==> src/rtl/tx_uart_fifo.sv <==
// Framed UART transmitter (DATA_BITS, optional parity, 1/2 stop bits) fed by a small FIFO.
// Define TX_UART_BREAK_EN to add the brk input, which holds the idle line low as a break.
module tx_uart_fifo #(
  parameter int unsigned SYSTEM_CLK = 100_000_000,
  parameter int unsigned BAUDRATE   = 9600,
  parameter int unsigned DATA_BITS  = 8,
  parameter int unsigned PARITY     = 0,
  parameter int unsigned STOP_BITS  = 1,
  parameter int unsigned FIFO_DEPTH = 8,
  parameter int unsigned DIV_WIDTH  = 16
) (
  input  logic                        clk,
  input  logic                        reset,
  input  logic                        valid,
  input  logic [DATA_BITS-1:0]        tx_data,
  output logic                        ready,
  input  logic                        div_we,
  input  logic [DIV_WIDTH-1:0]        div_in,
`ifdef TX_UART_BREAK_EN
  input  logic                        brk,
`endif
  output logic                        tx_out,
  output logic                        busy,
  output logic [$clog2(FIFO_DEPTH):0] fifo_count
);

  localparam int unsigned PTR_W   = $clog2(FIFO_DEPTH);
  localparam int unsigned CNT_W   = PTR_W + 1;
  localparam int unsigned IDX_W   = 4;
  localparam int unsigned DIV_RAW = SYSTEM_CLK / BAUDRATE;
  localparam logic [DIV_WIDTH-1:0] DIV_RESET = DIV_WIDTH'((DIV_RAW < 2) ? 2 : DIV_RAW);
  localparam logic PAR_ODD = 1'(PARITY == 1);

  typedef enum logic [2:0] {StIdle, StStart, StData, StParity, StStop} state_e;

  // ---------------------------------------------------------------------------
  // Transmit FIFO
  // ---------------------------------------------------------------------------
  logic [DATA_BITS-1:0] mem [FIFO_DEPTH];
  logic [PTR_W-1:0]     wr_ptr;
  logic [PTR_W-1:0]     rd_ptr;
  logic [CNT_W-1:0]     count;
  logic                 full;
  logic                 empty;
  logic                 push;
  logic                 pop;

  assign full       = (count == CNT_W'(FIFO_DEPTH));
  assign empty      = (count == '0);
  assign ready      = !full;
  assign push       = valid && !full;
  assign fifo_count = count;

  always_ff @(posedge clk) begin
    if (push) begin
      mem[wr_ptr] <= tx_data;
    end
  end

  always_ff @(posedge clk) begin
    if (reset) begin
      wr_ptr <= '0;
      rd_ptr <= '0;
      count  <= '0;
    end else begin
      if (push) begin
        wr_ptr <= wr_ptr + 1'b1;
      end
      if (pop) begin
        rd_ptr <= rd_ptr + 1'b1;
      end
      case ({push, pop})
        2'b10:   count <= count + 1'b1;
        2'b01:   count <= count - 1'b1;
        default: count <= count;
      endcase
    end
  end

  // ---------------------------------------------------------------------------
  // Baud divisor register
  // ---------------------------------------------------------------------------
  logic [DIV_WIDTH-1:0] divisor;

  always_ff @(posedge clk) begin
    if (reset) begin
      divisor <= DIV_RESET;
    end else if (div_we) begin
      divisor <= (div_in < DIV_WIDTH'(2)) ? DIV_WIDTH'(2) : div_in;
    end
  end

  // ---------------------------------------------------------------------------
  // Line break hold
  // ---------------------------------------------------------------------------
  logic brk_hold;

`ifdef TX_UART_BREAK_EN
  assign brk_hold = brk;
`else
  assign brk_hold = 1'b0;
`endif

  // ---------------------------------------------------------------------------
  // Frame sequencer
  // ---------------------------------------------------------------------------
  state_e               state;
  logic [DIV_WIDTH-1:0] cur_div;
  logic [DIV_WIDTH-1:0] bit_cnt;
  logic [IDX_W-1:0]     bit_idx;
  logic [DATA_BITS-1:0] shift;
  logic                 par_bit;
  logic                 sym_end;
  logic                 frame_end;

  assign sym_end   = (bit_cnt == '0);
  assign frame_end = (state == StStop) && sym_end && (bit_idx == IDX_W'(STOP_BITS - 1));
  // A pop doubles as the frame start, so back-to-back frames have no idle gap.
  assign pop       = !empty && !brk_hold && ((state == StIdle) || frame_end);
  assign busy      = (state != StIdle) || !empty;

  always_ff @(posedge clk) begin
    if (reset) begin
      state   <= StIdle;
      tx_out  <= 1'b1;
      cur_div <= DIV_RESET;
      bit_cnt <= '0;
      bit_idx <= '0;
      shift   <= '0;
      par_bit <= 1'b0;
    end else if (pop) begin
      state   <= StStart;
      tx_out  <= 1'b0;
      cur_div <= divisor;
      bit_cnt <= divisor - DIV_WIDTH'(1);
      bit_idx <= '0;
      shift   <= mem[rd_ptr];
      par_bit <= (^mem[rd_ptr]) ^ PAR_ODD;
    end else begin
      case (state)
        StIdle: begin
          tx_out <= !brk_hold;
        end
        StStart: begin
          if (sym_end) begin
            state   <= StData;
            tx_out  <= shift[0];
            bit_cnt <= cur_div - DIV_WIDTH'(1);
          end else begin
            bit_cnt <= bit_cnt - DIV_WIDTH'(1);
          end
        end
        StData: begin
          if (sym_end) begin
            bit_cnt <= cur_div - DIV_WIDTH'(1);
            if (bit_idx == IDX_W'(DATA_BITS - 1)) begin
              bit_idx <= '0;
              if (PARITY != 0) begin
                state  <= StParity;
                tx_out <= par_bit;
              end else begin
                state  <= StStop;
                tx_out <= 1'b1;
              end
            end else begin
              bit_idx <= bit_idx + 1'b1;
              shift   <= shift >> 1;
              tx_out  <= shift[1];
            end
          end else begin
            bit_cnt <= bit_cnt - DIV_WIDTH'(1);
          end
        end
        StParity: begin
          if (sym_end) begin
            state   <= StStop;
            tx_out  <= 1'b1;
            bit_cnt <= cur_div - DIV_WIDTH'(1);
            bit_idx <= '0;
          end else begin
            bit_cnt <= bit_cnt - DIV_WIDTH'(1);
          end
        end
        StStop: begin
          if (sym_end) begin
            if (bit_idx == IDX_W'(STOP_BITS - 1)) begin
              // Reaching here means no pop: either the FIFO is empty or a break is pending.
              state  <= StIdle;
              tx_out <= !brk_hold;
            end else begin
              bit_idx <= bit_idx + 1'b1;
              bit_cnt <= cur_div - DIV_WIDTH'(1);
            end
          end else begin
            bit_cnt <= bit_cnt - DIV_WIDTH'(1);
          end
        end
        default: begin
          state  <= StIdle;
          tx_out <= 1'b1;
        end
      endcase
    end
  end

endmodule

==> config.mk <==
export PLATFORM = sky130hd
export DESIGN_NAME = tx_uart_fifo
export DESIGN_NICKNAME = d
export VERILOG_FILES = /design/src/rtl/tx_uart_fifo.sv
export SDC_FILE = /design/constraint.sdc
export NUM_CORES = 1
export LEC_CHECK = 0
export ABC_AREA = 1
export CAP_MARGIN = 20
export CORE_ASPECT_RATIO = 0.8
export CORE_UTILIZATION = 55
export CTS_CLUSTER_SIZE = 40
export DETAILED_ROUTE_END_ITERATION = 6
export PLACE_DENSITY = 0.74
export SETUP_SLACK_MARGIN = 0.02
export SLEW_MARGIN = 40
export SYNTH_ARGS = -nofsm -noshare
export SYNTH_HDL_FRONTEND = slang
export SYNTH_SLANG_ARGS = --single-unit
==> constraint.sdc <==
create_clock -name clk -period 4.3 [get_ports clk]
set_input_delay 0.43 -clock clk [delete_from_list [all_inputs] [get_ports clk]]
set_output_delay 0.43 -clock clk [all_outputs]
set_load 0.02 [all_outputs]
==> results_dict.tcl <==
set metrics [dict create \
    crit_arrival_ps 3240 \
    clk_latency_ps 420 \
    cts_root_buffer "clkbuf_16" \
    grt_max_degree 47 \
    worstHoldStart "divisor[5]" \
    p_leak_nw 2.99 \
    reg2reg_to "bit_cnt[14]" \
    synthFlopType "dfxtp_1" \
    slowest_stage "nand2_1" \
    cts_buffers 17 \
    cts.repair.resized 0 \
    finalClockSkew_ps 9.17 \
    max_slew_margin 0.444 \
    overflow 0 \
    startpoint_type "register" \
    layoutNonFillerInstCount 922 \
    yosysWarningCount 0 \
    place_inst 890 \
    cp_slowest_stage_delay_ps 470 \
    grt_pass1_vias 4940 \
    finalSetupViolCount 0 \
    yosysSeqAreaShare 0.536 \
    cts_setup_buffers 0 \
    syn2layout_area_growth_pct 15.7 \
    drive_above_1_share 0.102 \
    critPathTopFamily "simple AND/OR/NAND/NOR gates" \
    crit_top_cell "nor2_1" \
    via_per_inst 5.75 \
    antenna_found_initial 0 \
    vias 5305 \
    finalHoldViolations 0 \
    max_freq_mhz 341 \
    path_max_fanout 21 \
    clockBufferDepth 2 \
    postSynthCellCount 734 \
    syn-num-nets 771 \
    synth.avg_cell_area_um2 8.80 \
    h-tree-depth 4 \
    routed_wl_um 15600 \
    ff2ff_path_depth 15 \
    cp_data_required_time_ps 4610 \
    r2r_slack_ps 1370 \
    finalNetCount 798 \
    worstSetupPathType "reg -> reg" \
    pwr-share-clk 0.234 \
    rsz0062_at_grt "false" \
    setup-tns-final_ps 0 \
    multi_input_area_mm2 0.00257 \
    avgRoutedWirePerCell_um 16.9 \
    drt_iter0_markers 613 \
    nFillCells 911 \
    rows 35 \
    final_cell_mix "112 x nand2_1, 88 x nor2_1, 78 x inv_1" \
    fin_crit_sh 0.682 \
    initial_utilization 0.563 \
    ys_types 42 \
    layout_commonest_cell "nand2_1" \
    crit_chain "nor2_1 > nand2_1 > nor2_2 > nand2_1 > o21ai_0 > nand2_1 > nand2_2 > ha_1 > inv_1 > nor2_1 > nand2_1 > nor2_1 > a21oi_1 > nor2_1 > nor2_1" \
    status "completed" \
    hold_end "divisor[5]" \
    hp-class "reg -> reg" \
    p_switching_mw 2.60 \
    p_int_mw 3.39 \
    antenna_cells 0 \
    die_w_um 123 \
    tightest_slew_ps 833 \
    hold_depth 2 \
    ctsHoldBuffers 0 \
    crit_path_end_kind "register" \
    core_region_area_mm2 0.0115 \
    synth_edf_count 64 \
    clk_pin_slew_worst_paths_ps 60 \
    grt_usage 0.275 \
    port-buffer-count 34 \
    finalWeightedCongestion 0.868 \
    timing.rr.start "bit_cnt[2]" \
    netlist_area_mm2 0.00646 \
    seqPwrFrac 0.303 \
    place_hpwl_um 10300 \
    slew_viol_final 0 \
    maxCapViolations 0 \
    seqCellArea_mm2 0.00346 \
    antenna_left 0 \
    ys_seq_elements 141 \
    combPwrFrac 0.463 \
    die_area_mm2 0.0122 \
    peakVddDrop_mv 0.442 \
    grt_pass1_wl_um 25100 \
    sw_frac_of_total 0.434 \
    synthArstFlopShare 0 \
    powerDensity_mw_per_mm2 800 \
    cts_tree "built" \
    io_pins 35 \
    path_buf_inv 1 \
    post-route-min-period_ps 2930 \
    dr.pass1.iters 6 \
    dieHeight_um 99.0 \
    drc 0 \
    clock_sinks 141 \
]
## power groups by stage
stage | Sequential [mW] | Clock, mW | Combinational [mW]
after CTS | 1.81 | 1.41 | 2.73
after global routing | 1.84 | 1.48 | 3.08
after detailed placement | 1.83 | 0 | 2.69
after global placement | 1.82 | 0 | 2.62
final | 1.81 | 1.40 | 2.77
after floorplan | 1.80 | 0 | 2.14
## kinds of logic (layout without fill, tap and decap cells)
kind of cell / after synthesis / after routing / share of synthesized area
DFF: 141 / 141 / 0.536
AOI/OAI and AO/OA: 157 / 157 / 0.144
and+or+nand+nor: 304 / 304 / 0.214
muxes: 10 / 10 / 0.0155
buffers and inverters: 111 / 151 / 0.0687
xor gates and xnor gates: 2 / 2 / 0.00271
adders and majority gates: 9 / 9 / 0.0186
## registers in the layout (all words and copies together), names as in the netlist, named ones only
register    count
mem            64
bit_cnt        16
cur_div        16
divisor        16
shift           8
bit_idx         4
fifo_count      4
rd_ptr          3
state           3
wr_ptr          3
tx_out          1
## per-layer routing
metal / wire, um / up-vias / track usage
li1: - / 2550 / -
met1: 7340 / 2482 / 0.410
met2: 6830 / 248 / 0.385
met3: 1160 / 25 / 0.0660
met4: 255 / 0 / 0.102
met5: 0 / - / 0
## through the flow
stage	total power [mW]	hold slack, ps	setup WS, ps	cell area (um2)	utilization
finish	5.98	473	1370	7480	0.652
global route	6.39	493	1050	7480	0.652
CTS	5.95	472	1440	7470	0.651
detailed placement	4.53	454	1450	6890	0.601
global placement	4.44	444	1550	6880	0.599
floorplan	3.94	430	1500	6460	-
## layout make-up
| class | instances | share of cell area |
|---|---|---|
| repair buffers | 38 | 0.0495 |
| flip-flops and latches | 141 | 0.463 |
| multi-input cells | 482 | 0.344 |
| well taps | 148 | 0.0248 |
| clock inverters | 9 | 0.00770 |
| inverters | 81 | 0.0407 |
| clock buffers | 23 | 0.0696 |
## Yosys cell counts (6+ instances only)
master	instances	area share
inv_1	78	0.045
o21bai_1	15	0.017
a21oi_1	30	0.023
o21ai_0	67	0.052
o211ai_1	7	0.0081
nor2_1	95	0.055
buf_2	7	0.0054
ha_1	8	0.015
o22ai_1	12	0.012
clkbuf_1	17	0.0099
nand2_1	113	0.066
dfxtp_1	77	0.24
nand3_1	52	0.040
mux2i_1	10	0.015
nand2_2	14	0.014
edfxtp_1	64	0.30
o221ai_1	10	0.014
nor2_2	6	0.0058
## worst reg2reg max path: stages, from the launching register on
cell     delay [ps]
dfxtp_1         320
nor2_1          170
nand2_1         100
nor2_2          160
nand2_1         470
o21ai_0         370
nand2_1         100
nand2_2         120
ha_1            150
inv_1            50
nor2_1          130
nand2_1         200
nor2_1          200
a21oi_1         110
nor2_1          120
nor2_1           50
## how the worst max path moves through the flow
stage                    start            end  slack [ps]  cells after the start
global placement    bit_cnt[2]    bit_cnt[12]        1550                     16
finish              bit_cnt[2]    bit_cnt[14]        1370                     15
CTS                 bit_idx[0]  fifo_count[3]        1440                     18
detailed placement  bit_idx[0]  fifo_count[3]        1450                     18
global route        bit_cnt[2]    bit_cnt[14]        1050                     15
floorplan           bit_idx[0]  fifo_count[3]        1500                     20
Power figures use the tool's default switching activity.
